<file path="config.mk">
export PLATFORM = sky130hd
export DESIGN_NAME = wptr_full_status
export DESIGN_NICKNAME = d
export VERILOG_FILES = /design/src/rtl/wptr_full_status.sv
export SDC_FILE = /design/constraint.sdc
export NUM_CORES = 1
export LEC_CHECK = 0
export CORE_MARGIN = 10
export CORE_UTILIZATION = 45
export CTS_CLUSTER_DIAMETER = 60
export DETAILED_ROUTE_END_ITERATION = 10
export GPL_TIMING_DRIVEN = 0
export PLACE_DENSITY = 0.76
export SYNTH_ARGS = -nofsm -noshare
export SYNTH_HDL_FRONTEND = slang
export SYNTH_SLANG_ARGS = --single-unit
</file>
<file path="constraint.sdc">
create_clock -name wclk -period 3 [get_ports wclk]
set_input_delay 0.6 -clock wclk [delete_from_list [all_inputs] [get_ports wclk]]
set_output_delay 0.6 -clock wclk [all_outputs]
set_load 0.005 [all_outputs]
</file>
<file path="src/rtl/wptr_full_status.sv">
// Write-side pointer and status logic for an asynchronous FIFO.
// Keeps the binary and Gray write pointers, the registered full flag,
// an occupancy estimate against the synchronized read pointer, a
// programmable almost-full flag and a sticky overflow flag.
module wptr_full_status #(
  parameter int ADDRSIZE   = 4,
  parameter int AF_DEFAULT = 2**ADDRSIZE - 2
) (
  input  logic                wclk,
  input  logic                wrst_n,
  input  logic                winc,
  input  logic [ADDRSIZE:0]   wq2_rptr,
  input  logic [ADDRSIZE:0]   af_thresh,
  input  logic                af_load,
  input  logic                clr_ovf,
  output logic [ADDRSIZE-1:0] waddr,
  output logic                wclken,
  output logic [ADDRSIZE:0]   wptr,
  output logic                wfull,
  output logic                walmost_full,
  output logic [ADDRSIZE:0]   wcount,
  output logic                woverflow
);

  localparam int                DEPTH    = 2**ADDRSIZE;
  localparam logic [ADDRSIZE:0] DEPTH_V  = (ADDRSIZE+1)'(DEPTH);
  localparam logic [ADDRSIZE:0] AF_RESET =
    (ADDRSIZE+1)'((AF_DEFAULT > DEPTH) ? DEPTH : AF_DEFAULT);

  logic [ADDRSIZE:0] r_wbin;
  logic [ADDRSIZE:0] r_af_reg;

  logic [ADDRSIZE:0] w_wbinnext;
  logic [ADDRSIZE:0] w_wgraynext;
  logic [ADDRSIZE:0] w_rq2_bin;
  logic [ADDRSIZE:0] w_occ_next;
  logic [ADDRSIZE:0] w_full_pattern;
  logic              w_full_next;
  logic [ADDRSIZE:0] w_af_sat;

  // A write is accepted only while the FIFO is not already full.
  assign wclken = winc & ~wfull;
  assign waddr  = r_wbin[ADDRSIZE-1:0];

  assign w_wbinnext  = r_wbin + {{ADDRSIZE{1'b0}}, wclken};
  assign w_wgraynext = (w_wbinnext >> 1) ^ w_wbinnext;

  // Full when the next write pointer is exactly one lap ahead of the read
  // pointer: in Gray code that is the two MSBs inverted, the rest equal.
  assign w_full_pattern = {~wq2_rptr[ADDRSIZE:ADDRSIZE-1], wq2_rptr[ADDRSIZE-2:0]};
  assign w_full_next    = (w_wgraynext == w_full_pattern);

  // Gray-to-binary of the synchronized read pointer: each binary bit is the
  // XOR of all Gray bits from the MSB down to that position.
  always_comb begin
    // NOTE: give every bit a value up front so no path leaves it unassigned
    // and no latch is inferred.
    w_rq2_bin = '0;
    for (int i = 0; i <= ADDRSIZE; i++) begin
      w_rq2_bin[i] = ^(wq2_rptr >> i);
    end
  end

  // Modulo subtraction gives the occupancy even across pointer wrap.
  assign w_occ_next = w_wbinnext - w_rq2_bin;

  // Thresholds beyond the FIFO depth could never be reached; clamp them.
  assign w_af_sat = (af_thresh > DEPTH_V) ? DEPTH_V : af_thresh;

  // Pointer, full and occupancy registers.
  always_ff @(posedge wclk or negedge wrst_n) begin
    // NOTE: every register here is a flop with a defined reset value, and all
    // updates are non-blocking so each reads the pre-edge values of the others.
    if (!wrst_n) begin
      r_wbin       <= '0;
      wptr         <= '0;
      wfull        <= 1'b0;
      wcount       <= '0;
      walmost_full <= 1'b0;
    end else begin
      r_wbin       <= w_wbinnext;
      wptr         <= w_wgraynext;
      wfull        <= w_full_next;
      wcount       <= w_occ_next;
      walmost_full <= (w_occ_next >= r_af_reg);
    end
  end

  // Almost-full threshold register; a new value affects the flag one edge later.
  always_ff @(posedge wclk or negedge wrst_n) begin
    if (!wrst_n) begin
      r_af_reg <= AF_RESET;
    end else if (af_load) begin
      r_af_reg <= w_af_sat;
    end
  end

  // Sticky overflow: a rejected write sets it and wins over a same-cycle clear.
  always_ff @(posedge wclk or negedge wrst_n) begin
    if (!wrst_n) begin
      woverflow <= 1'b0;
    end else if (winc && wfull) begin
      woverflow <= 1'b1;
    end else if (clr_ovf) begin
      woverflow <= 1'b0;
    end
  end

endmodule

</file>
# Yosys cells after proc, flatten, opt, wreduce, memory -nomap -nowiden

Cells that the tools add are included.

Logic and storage cells: 26
Output and inout port bits: 18
Register bits: 23
Input port bits: 15

Order comparisons: 2
Bitwise gates (word level): 4
Reductions and logical operators: 7
Add/subtract/negate cells: 2
Multiplexer cells: 3
Eq/ne operators: 1

Operators with widths:

| kind                                         | number |
|---|---|
| 5-bit parity                                 | 5 |
| 5-bit by 1-bit adder with 5-bit output       | 1 |
| 5-bit == test                                | 1 |
| 5-bit >= comparator                          | 1 |
| 5-bit > comparator (second input constant)   | 1 |
| 5-bit two-way mux                            | 1 |
| 5-bit subtractor                             | 1 |
| 4-bit by 5-bit bitwise XOR with 5-bit output | 1 |
| 1-bit two-way mux                            | 2 |
| 2-bit NOT                                    | 1 |
| 2-bit nonzero test                           | 1 |
| 1-bit AND                                    | 1 |
| 1-bit logical AND                            | 1 |
| 1-bit NOT                                    | 1 |

# Depth between registers and ports, before layout

Gate-level depths: netlist of run 1.

Depth in word-level cells: 5
Gate-level depth with buffers: 12
Mapped depth without buffers: 12

# Worst setup path after synthesis of run 1

Ideal clock, no wire load.

Path kind: input-to-reg
Start: input wq2_rptr[3]
End: register walmost_full
Slack: -0.100 ns
Path buffers: 0
Stages on the path: 12
Arrival: 2.982 ns
Cell sequence: xnor2_1 -> xor2_1 -> xor2_1 -> xnor2_1 -> ha_1 -> fa_1 -> inv_1 -> ha_1 -> a21o_1 -> a21o_1 -> a21o_1 -> a21o_1

Word-level cells in the longest chain between the ends: 3

RTL lines:

| element                 | line | source |
|---|---|---|
| from (decl)             | 12   | `input logic [ADDRSIZE:0] wq2_rptr,` |
| 5-bit parity            | 60   | `w_rq2_bin[i] = ^(wq2_rptr >> i);` |
| 5-bit subtractor (*)    | 65   | `assign w_occ_next = w_wbinnext - w_rq2_bin;` |
| via w_occ_next[1]       | 36   | `logic [ADDRSIZE:0] w_occ_next;` |
| 5-bit >= comparator (*) | 85   | `walmost_full <= (w_occ_next >= r_af_reg);` |
| to (signal assigned)    | 85   |  |
| to (decl)               | 20   | `output logic walmost_full,` |

Mark *: on every way through the listed nets, which the timed path passes. The rest lies on a longest branch.
A chain may end at the register's enable or synchronous reset.

# Final worst setup path of run 1

Same ends and word-level chain as after synthesis.

==> results.txt, run 1 <==
- Routed length per placed instance: 14.60 um
* Crit path time final: 2.885 ns
- Of the total synthesized cell area, the portion taken by full adders, half adders and majority gates is 0.1350.
- The cell sitting at the root of the clock tree is a sky130_fd_sc_hd__clkbuf_4.
- Of the total synthesized cell area, the portion taken by AND, OR, NAND and NOR gates is 0.08360.
- The HPWL after detailed placement is 1892 um.
- Before CTS, the worst setup slack after placement is -0.8073 ns.
* Top Usage Layer GRT: met2
* Hold buffers post-CTS: 0
* Synthesis-to-layout area growth: 46.41%
- Worst slew slack as a fraction of its limit: 0.3611
- Synth Area in Compound Gates: 0.09003
- During synthesis, Yosys emitted a total of 0 warnings.
- For this design, the slowest cell found on the critical path is sky130_fd_sc_hd__fa_1.
- Final-stage net count: 174
- Met3 Track Usage GR: 0.02789
- Counting instances, the worst hold path has a depth of 2.
- Ordered list of cells on the worst path: buf_4 > xnor2_4 > xor2_2 > xor2_2 > xnor2_2 > ha_2 > fa_1 > inv_2 > ha_4 > a21o_1 > a21o_1 > a21o_1 > a21o_1
- For met1 alone, demand over resource in global routing was 0.1103.
- Critical path fanouts, max: 2
- Vias per Instance: 4.886
* Number of buffers and inverters on the critical path: 2
- Portion of the post-synthesis area used by sequential elements: 0.4748
- PortBufs: 31
- In the final layout, the multi-input gates occupy 664.4 um2.
- At the worst endpoint, the arrival time is 3.10 ns.
* Flip-flop and latch count after synthesis: 22
- In this run the remaining antenna-violating nets after routing total 0.
- Overall routing resource usage: 0.1047
- Global routing finished with a remaining overflow of 0.
* Critical Path RT: 3.21 ns
- In the final layout, the share of cells above drive strength 1 is 0.2192.
- Outcome: finished clean
- CORE AREA: 2477 um2
- The clock reaches the later pin of the worst-skew pair after 0.32 ns.
- Clock slew at reported path FFs: 0.11 ns
- From bottom edge to top edge, the die measures 70.93 um.
- Static power due to leakage: 0.7841 nW
- Clock skew: 0.008576 ns
- Reg2reg end: walmost_full
- From left edge to right edge, the die measures 70.93 um.
* Synthesized-area fraction occupied by xor and xnor cells: 0.1618
* Most common flop cell mapped by yosys: sky130_fd_sc_hd__dfrtp_1
* Total Wirelength: 2570 um
- For this block, the via count after detailed routing is 860.
* Cell types with the largest area share after synthesis: sky130_fd_sc_hd__dfrtp_1 41%, sky130_fd_sc_hd__ha_1 12%, sky130_fd_sc_hd__xnor2_1 8.3%, sky130_fd_sc_hd__dfstp_2 6.8%, sky130_fd_sc_hd__xor2_1 6.0%
- R2R depth: 11
- Met2 layer usage reported by global route: 0.1899
* Main combinational cell family by area after synthesis: XOR/XNOR gates
- Max_cap viols: 0
- Origin of the worst min-delay path: r_af_reg[2]
- H-tree depth: 1
- After detailed routing, the number of remaining DRC violations is 0.
- The synthesized netlist occupies a cell area of 1167 um2.
* Net Count, Synth: 130
- Cell accounting for the most synthesized area: sky130_fd_sc_hd__dfrtp_1
- Setup repair after global routing left no endpoint under its margin.
- Portion of synthesized cell area occupied by the leading cell type: 0.4073
* Top delay family on crit path: adder cells
- Setup violations remaining at the end of the flow were counted as 0.
- The tightest min-delay check is of the reg -> reg type.
* EDFF count, synth: 0
* Final WS setup: 0.1151 ns
- CP most frequent cell: sky130_fd_sc_hd__a21o_1
- 33 I/O pins were placed.
- The critical path in this run is classified as in -> reg.
- Max Clock Freq: 0.3466 GHz
- Number of global-route vias before repair: 945
- Worst flop-to-flop path startpoint: wfull
* Slew at the pin closest to its max-slew limit: 0.9554 ns
- Effective utilization at floorplan: 0.4712
- VDD IR max: 0.6896 mV
- Clock tree from TritonCTS: done
* Share of synthesized area spent on multiplexers: 0.009646
* Hold-critical path endpoint: r_af_reg[2]
- Fill count: 186
- Number of distinct standard cells referenced by the synthesized netlist: 22
- Cts bufs inserted: 3
- Count of antenna diodes in the layout: 0
* Slowest stage delay, CP: 0.43 ns
* Fraction of synthesis flops using an asynchronous set or reset pin: 1.000
* Number of hold violations in the final report: 0
- Entering global routing, the biggest net connects 23 pins.
- Dividing the final minimum period by the clock period gives 0.9616.
* Kind of start point of the critical path: primary input
* Area taken by flip-flops and latches: 554.3 um2
- Setup slack on the worst reg-to-reg path comes out at 0.37 ns.
- Routability Congestion: 0.7097
- Floorplan die area: 5031 um2
- Number of optimization iterations in the first detailed-route pass: 4
* Iteration-0 DRC Markers: 55
* Deepest clock path buffer count: 2
- Clock sink total: 22
* Critical Path End Type: flop
- Global-route wire length before repair: 4374 um
- The initialized floorplan defines 18 standard-cell rows.
- Final Max Slew Viols: 0
* Antenna violations before repair: 0
- Total power per unit cell area: 1166 nW/um2
- Average cell area after synthesis: 11.33 um2
- After routing, the total negative slack on setup checks comes to 0 ns.
- Number of instances in the synthesized netlist: 103
## metal layers
layer  vias to the layer above  part of all wire
met5                         -                 0
met3                         5             0.047
li1                        422                 -
met2                        20              0.55
met4                         0             0.027
met1                       413              0.37
## logic make-up (layout without fill, tap and decap cells)
logic type | after synthesis | in the layout
compound gates | 17 | 17
xor+xnor | 20 | 20
simple gates | 17 | 17
buf+inv | 14 | 57
fa+ha+maj | 12 | 12
flops | 22 | 22
mux | 1 | 1
## power by group
group | leakage [nW] | internal (mW) | switching, mW
Clock | 0.0210 | 0.0743 | 0.0897
Combinational | 0.503 | 0.748 | 0.566
Sequential | 0.260 | 0.432 | 0.0836
## synth_stat cells (2+ instances only)
library cell                n
sky130_fd_sc_hd__dfrtp_1   19
sky130_fd_sc_hd__nand3b_1   4
sky130_fd_sc_hd__nand2_1    5
sky130_fd_sc_hd__nor2b_1    2
sky130_fd_sc_hd__inv_1     13
sky130_fd_sc_hd__xnor2_1   11
sky130_fd_sc_hd__nand3_1    2
sky130_fd_sc_hd__o21ai_0    6
sky130_fd_sc_hd__a21o_1     6
sky130_fd_sc_hd__nor2_1     2
sky130_fd_sc_hd__xor2_1     8
sky130_fd_sc_hd__ha_1      11
sky130_fd_sc_hd__dfstp_2    3
sky130_fd_sc_hd__a21oi_1    3
## stage by stage
stage	std cells	util	instance area [um2]	total power [mW]	hold slack (ns)
after detailed placement	164	0.6202	1536	1.660	0.5098
after global placement	164	0.6202	1536	1.599	0.4966
after global routing	176	0.6899	1709	2.184	0.5632
after floorplan	103	-	1189	1.228	0.3044
after CTS	174	0.6702	1660	1.926	0.5255
final	176	0.6899	1709	1.993	0.5281
## timing repair
| action | CTS | global route |
|---|---|---|
| buffers inserted | 6 | 2 |
| endpoints found under the setup margin | 1 | 1 |
| pin swaps | 7 | 8 |
| gates resized for setup | 16 | 9 |
## cells in the final DEF (no fill, tap or decap), types with 2 or more instances in the layout
cell,n
sky130_fd_sc_hd__nand3_1,2
sky130_fd_sc_hd__nand2_1,5
sky130_fd_sc_hd__ha_1,7
sky130_fd_sc_hd__a21o_1,6
sky130_fd_sc_hd__xor2_2,3
sky130_fd_sc_hd__clkdlybuf4s50_1,27
sky130_fd_sc_hd__buf_4,9
sky130_fd_sc_hd__dfstp_2,3
sky130_fd_sc_hd__ha_4,3
sky130_fd_sc_hd__xor2_1,5
sky130_fd_sc_hd__nand3b_1,4
sky130_fd_sc_hd__nor2_1,2
sky130_fd_sc_hd__xnor2_2,2
sky130_fd_sc_hd__dfrtp_1,19
sky130_fd_sc_hd__a21oi_1,3
sky130_fd_sc_hd__o21ai_0,6
sky130_fd_sc_hd__inv_1,12
sky130_fd_sc_hd__xnor2_1,8
sky130_fd_sc_hd__clkbuf_4,3
## how the worst max path moves through the flow
stage | startpoint | end | slack, ns | cells after the start
final | wq2_rptr[3] | walmost_full | 0.12 | 13
after global routing | wq2_rptr[3] | walmost_full | 0.03 | 13
after CTS | wq2_rptr[3] | walmost_full | 0.004 | 13
after detailed placement | wq2_rptr[3] | walmost_full | -0.81 | 13
after global placement | wq2_rptr[3] | walmost_full | -0.73 | 13
after floorplan | wq2_rptr[3] | walmost_full | -0.03 | 12
## cell type report
cell class | count | share of cell area
timing repair buffer | 39 | 0.2130
multi-input combinational | 67 | 0.3887
clock buffer | 4 | 0.02123
tap | 30 | 0.02196
inverter | 13 | 0.02855
sequential | 22 | 0.3243
buffer | 1 | 0.002196
## tightest hold or removal path: cells and delay by family (launching register included)
| kind | cells | cell delay [ns] |
|---|---|---|
| flip-flops | 1 | 0.38 |
| buffers and inverters | 1 | 0.07 |
| AO/OA/AOI/OAI | 1 | 0.09 |
No activity file was read; power rests on OpenSTA's default activity.
==> run 2: changes to the inputs <==
--- a/config.mk
+++ b/config.mk
@@ -6,11 +6,12 @@
 export NUM_CORES = 1
 export LEC_CHECK = 0
 export CORE_MARGIN = 10
-export CORE_UTILIZATION = 45
-export CTS_CLUSTER_DIAMETER = 60
+export CORE_UTILIZATION = 47
+export CTS_CLUSTER_DIAMETER = 40
 export DETAILED_ROUTE_END_ITERATION = 10
 export GPL_TIMING_DRIVEN = 0
-export PLACE_DENSITY = 0.76
+export PLACE_DENSITY = 0.79
+export SKIP_LAST_GASP = 1
 export SYNTH_ARGS = -nofsm -noshare
 export SYNTH_HDL_FRONTEND = slang
 export SYNTH_SLANG_ARGS = --single-unit
==> run 2 against run 1 <==
Register-to-register slack barely moved; final area grew 2.7%; core utilization is 7.4 points higher; critical path depth decreased by 1; highest routed layer unchanged; clock skew increased by 0.010 ns; non-clock buffer count is 6 higher; largest power group unchanged.
==> results.txt, run 2 (same netlist as run 1, synthesis figures left out) <==
- Outcome: finished clean (unchanged)
* Die Height: 69.84 um (was 70.93 um)
- The starting density of the core was 0.5082 (was 0.4712).
* Total Wirelength: 3118 um (was 2570 um)
- The power density over the cells was 1200 nW/um2 (was 1166 nW/um2).
- The total global routing overflow is 0 (unchanged).
- Routability Congestion: 0.7464 (was 0.7097)
- The worst path required time came to 3.21 ns (about the same).
- The TritonCTS clock tree is done (unchanged).
- Clock root cell: sky130_fd_sc_hd__clkbuf_4 (unchanged)
- Switching power of the nets: 809.3 uW (was 739.0 uW)
- Critical Path Slowest Stage Cell: sky130_fd_sc_hd__clkdlybuf4s50_1 (was sky130_fd_sc_hd__fa_1)
- The clock sink count came to 22 (unchanged).
- The number of antenna violations at the first check in global routing is 0 (unchanged).
- Kind of start point of the critical path: primary input (unchanged)
- The setup clock skew after layout came to 0.01880 ns (was 0.008576 ns).
* Switching share of power: 0.3843 (was 0.3708)
- The max-slew violation count was 0 (unchanged).
- Power Total: 2.106 mW (was 1.993 mW)
* H-tree depth: 1 (unchanged)
- The total of buffers placed on input and output ports was 31 (unchanged).
- The via count of the first global-routing pass is 973 (was 945).
- The share of post-route cells with drive strength above 1 came to 0.2434 (was 0.2192).
- Die Span X: 69.84 um (was 70.93 um)
- The critical path class is in -> reg (unchanged).
- Sequential fraction of design power: 0.249 (was 0.259)
- The hold violation count in the final report was 0 (unchanged).
- Most used cells in the layout excluding fill and tap cells: 27 x sky130_fd_sc_hd__clkdlybuf4s50_1, 19 x sky130_fd_sc_hd__dfrtp_1, 15 x sky130_fd_sc_hd__buf_4 (was 27 x sky130_fd_sc_hd__clkdlybuf4s50_1, 19 x sky130_fd_sc_hd__dfrtp_1, 12 x sky130_fd_sc_hd__inv_1)
- The largest fanout on the critical path is 5 (was 2).
- Number of buffers and inverters on the critical path: 2 (unchanged)
- Final-stage net count: 180 (was 174)
- The half-perimeter wire length after placement was 1955 um (was 1892 um).
- Cts bufs inserted: 3 (unchanged)
* Classification of the worst-slack hold path: reg -> reg (unchanged)
- Ordered list of cells on the worst path: clkdlybuf4s50_1 > nor2b_4 > ha_4 > ha_4 > buf_4 > ha_1 > a21o_1 > a21oi_1 > xnor2_1 > ha_1 > a21o_1 > a21o_1 (was buf_4 > xnor2_4 > xor2_2 > xor2_2 > xnor2_2 > ha_2 > fa_1 > inv_2 > ha_4 > a21o_1 > a21o_1 > a21o_1 > a21o_1)
- Deepest clock path buffer count: 2 (unchanged)
- The combinational power share is 0.682 (was 0.659).
* Ports: 33 (unchanged)
* Hold buffers post-CTS: 0 (unchanged)
- Top delay family on crit path: adder cells (unchanged)
* Worst slew slack as a fraction of its limit: 0.3301 (was 0.3611)
* Critical Path End Type: flop (unchanged)
- Overall routing resource usage: 0.1197 (was 0.1047)
- Placed Cells incl. Taps: 162 (was 164)
- The global-route wire length before repair is 4754 um (was 4374 um).
* Commonest non-fill, non-tap cell in the layout: sky130_fd_sc_hd__clkdlybuf4s50_1 (unchanged)
- Slew at the pin closest to its max-slew limit: 1.002 ns (was 0.9554 ns)
- The overall via count from detail_route is 918 (was 860).
- Vias per Instance: 5.100 (was 4.886)
- The total die area came to 4877 um2 (was 5031 um2).
* Pin count of the biggest net entering global routing: 23 (unchanged)
- The data arrival time at the worst-slack endpoint came to 3.18 ns (was 3.10 ns).
- Clock slew at reported path FFs: 0.11 ns (about the same)
- R2R Setup Slk: 0.38 ns (was 0.37 ns)
* Slowest stage delay, CP: 0.49 ns (was 0.43 ns)
- The final design utilization is 0.7642 (was 0.6899).
- VDD IR max: 0.7168 mV (was 0.6896 mV)
- Synthesis-to-layout area growth: 50.37% (was 46.41%)
- The total of max-cap violations came to 0 (unchanged).
* Max Clock Freq: 0.3367 GHz (was 0.3466 GHz)
- The routed wirelength normalized by instance count was 17.32 um (was 14.60 um).
- Core Rows: 17 (was 18)
- Iteration-0 DRC Markers: 50 (was 55)
- Setup violators final: 0 (unchanged)
* Insertion delay to the later sink of the worst-skew pair: 0.32 ns (about the same)
- Static power due to leakage: 0.8038 nW (was 0.7841 nW)
- Share of the clock period used by the worst path: 0.9900 (was 0.9616)
- The non-filler instance count after layout was 180 (was 176).
- Area of all placed cells without fillers: 1755 um2 (was 1709 um2)
* Crit path time final: 2.970 ns (was 2.885 ns)
* Proportion of power drawn by the clock network: 0.068 (was 0.082)
- The cell area after placement was 1534 um2 (was 1536 um2).
- The floorplan core area came to 2297 um2 (was 2477 um2).
- CP most frequent cell: sky130_fd_sc_hd__a21o_1 (unchanged)
- The number of routed nets with antenna violations was 0 (unchanged).
* Cell internal power dissipation: 1.297 mW (was 1.254 mW)
- TNS Setup: 0 ns (unchanged)
* # DRC: 0 (unchanged)
- The number of antenna repair diodes was 0 (unchanged).
* Number of optimization iterations in the first detailed-route pass: 4 (unchanged)
run 2: changes by cell type in the layout (fill, tap and decap cells not counted):
| cell | previous run | this run |
|---|---|---|
| sky130_fd_sc_hd__buf_4 | 9 | 15 |
| sky130_fd_sc_hd__clkbuf_8 | 1 | 0 |
| sky130_fd_sc_hd__ha_4 | 3 | 4 |
| sky130_fd_sc_hd__inv_2 | 1 | 2 |
| sky130_fd_sc_hd__xor2_2 | 3 | 2 |
| sky130_fd_sc_hd__xor2_4 | 0 | 1 |
| sky130_fd_sc_hd__inv_1 | 12 | 11 |
| sky130_fd_sc_hd__clkbuf_1 | 1 | 2 |
| sky130_fd_sc_hd__ha_2 | 1 | 0 |
| sky130_fd_sc_hd__xnor2_1 | 8 | 9 |
| sky130_fd_sc_hd__xnor2_2 | 2 | 1 |
run 2: power groups by stage:
stage	clock network [mW]	logic, mW	registers (mW)
finish	0.144	1.44	0.525
global route	0.162	1.57	0.543
CTS	0.145	1.27	0.519
detailed placement	0	1.15	0.517
global placement	0	1.09	0.511
floorplan	0	0.707	0.521
run 2: repair_timing:
item | in CTS | in global routing
setup endpoints to repair | 1 | 1
pin swaps | 7 | 7
gates cloned | 0 | 0
buffers inserted | 6 | 8
gates resized for setup | 18 | 8
run 2: cell type report:
cell class	count	area [um2]
buffer	1	3.754
clock buffer	4	26.28
fill	161	541.8
inverter	13	48.80
multi-input combinational	67	678.2
sequential	22	554.3
tap	28	35.03
timing repair buffer	45	409.1
run 2: per-stage QoR:
stage / hold WS [ns] / setup slack [ns]
global placement: 0.4953 / -0.7281
floorplan: 0.3044 / -0.02565
finish: 0.5225 / 0.02992
detailed placement: 0.5012 / -0.7990
global route: 0.5509 / -0.03507
CTS: 0.5235 / 0.01283
run 2: worst reg2reg max path, stage by stage (launching register included):
cell and delay [ns]:
sky130_fd_sc_hd__dfrtp_1 0.45, sky130_fd_sc_hd__nor2b_4 0.17, sky130_fd_sc_hd__ha_4 0.17, sky130_fd_sc_hd__ha_4 0.20
sky130_fd_sc_hd__buf_4 0.15, sky130_fd_sc_hd__ha_1 0.29, sky130_fd_sc_hd__a21o_1 0.16, sky130_fd_sc_hd__a21oi_1 0.17
sky130_fd_sc_hd__xnor2_1 0.16, sky130_fd_sc_hd__ha_1 0.27, sky130_fd_sc_hd__a21o_1 0.16, sky130_fd_sc_hd__a21o_1 0.17
run 2: per-layer routing:
layer	up-vias	share of wire	track usage
met5	-	0	0
met3	9	0.051	0.03138
li1	431	-	-
met4	0	0.030	0.06087
met1	449	0.38	0.1193
met2	29	0.54	0.2198
run 2: worst paths after layout:
check                       startpoint      endpoint  cells after the start
hold reg to reg            r_af_reg[2]   r_af_reg[2]                      2
setup / recovery                  winc  walmost_full                     12
min in group asynchronous       wrst_n     r_wbin[4]                      1
max in group asynchronous       wrst_n   r_af_reg[4]                      1
setup reg to reg                 wfull  walmost_full                     11
hold / removal             r_af_reg[2]   r_af_reg[2]                      2
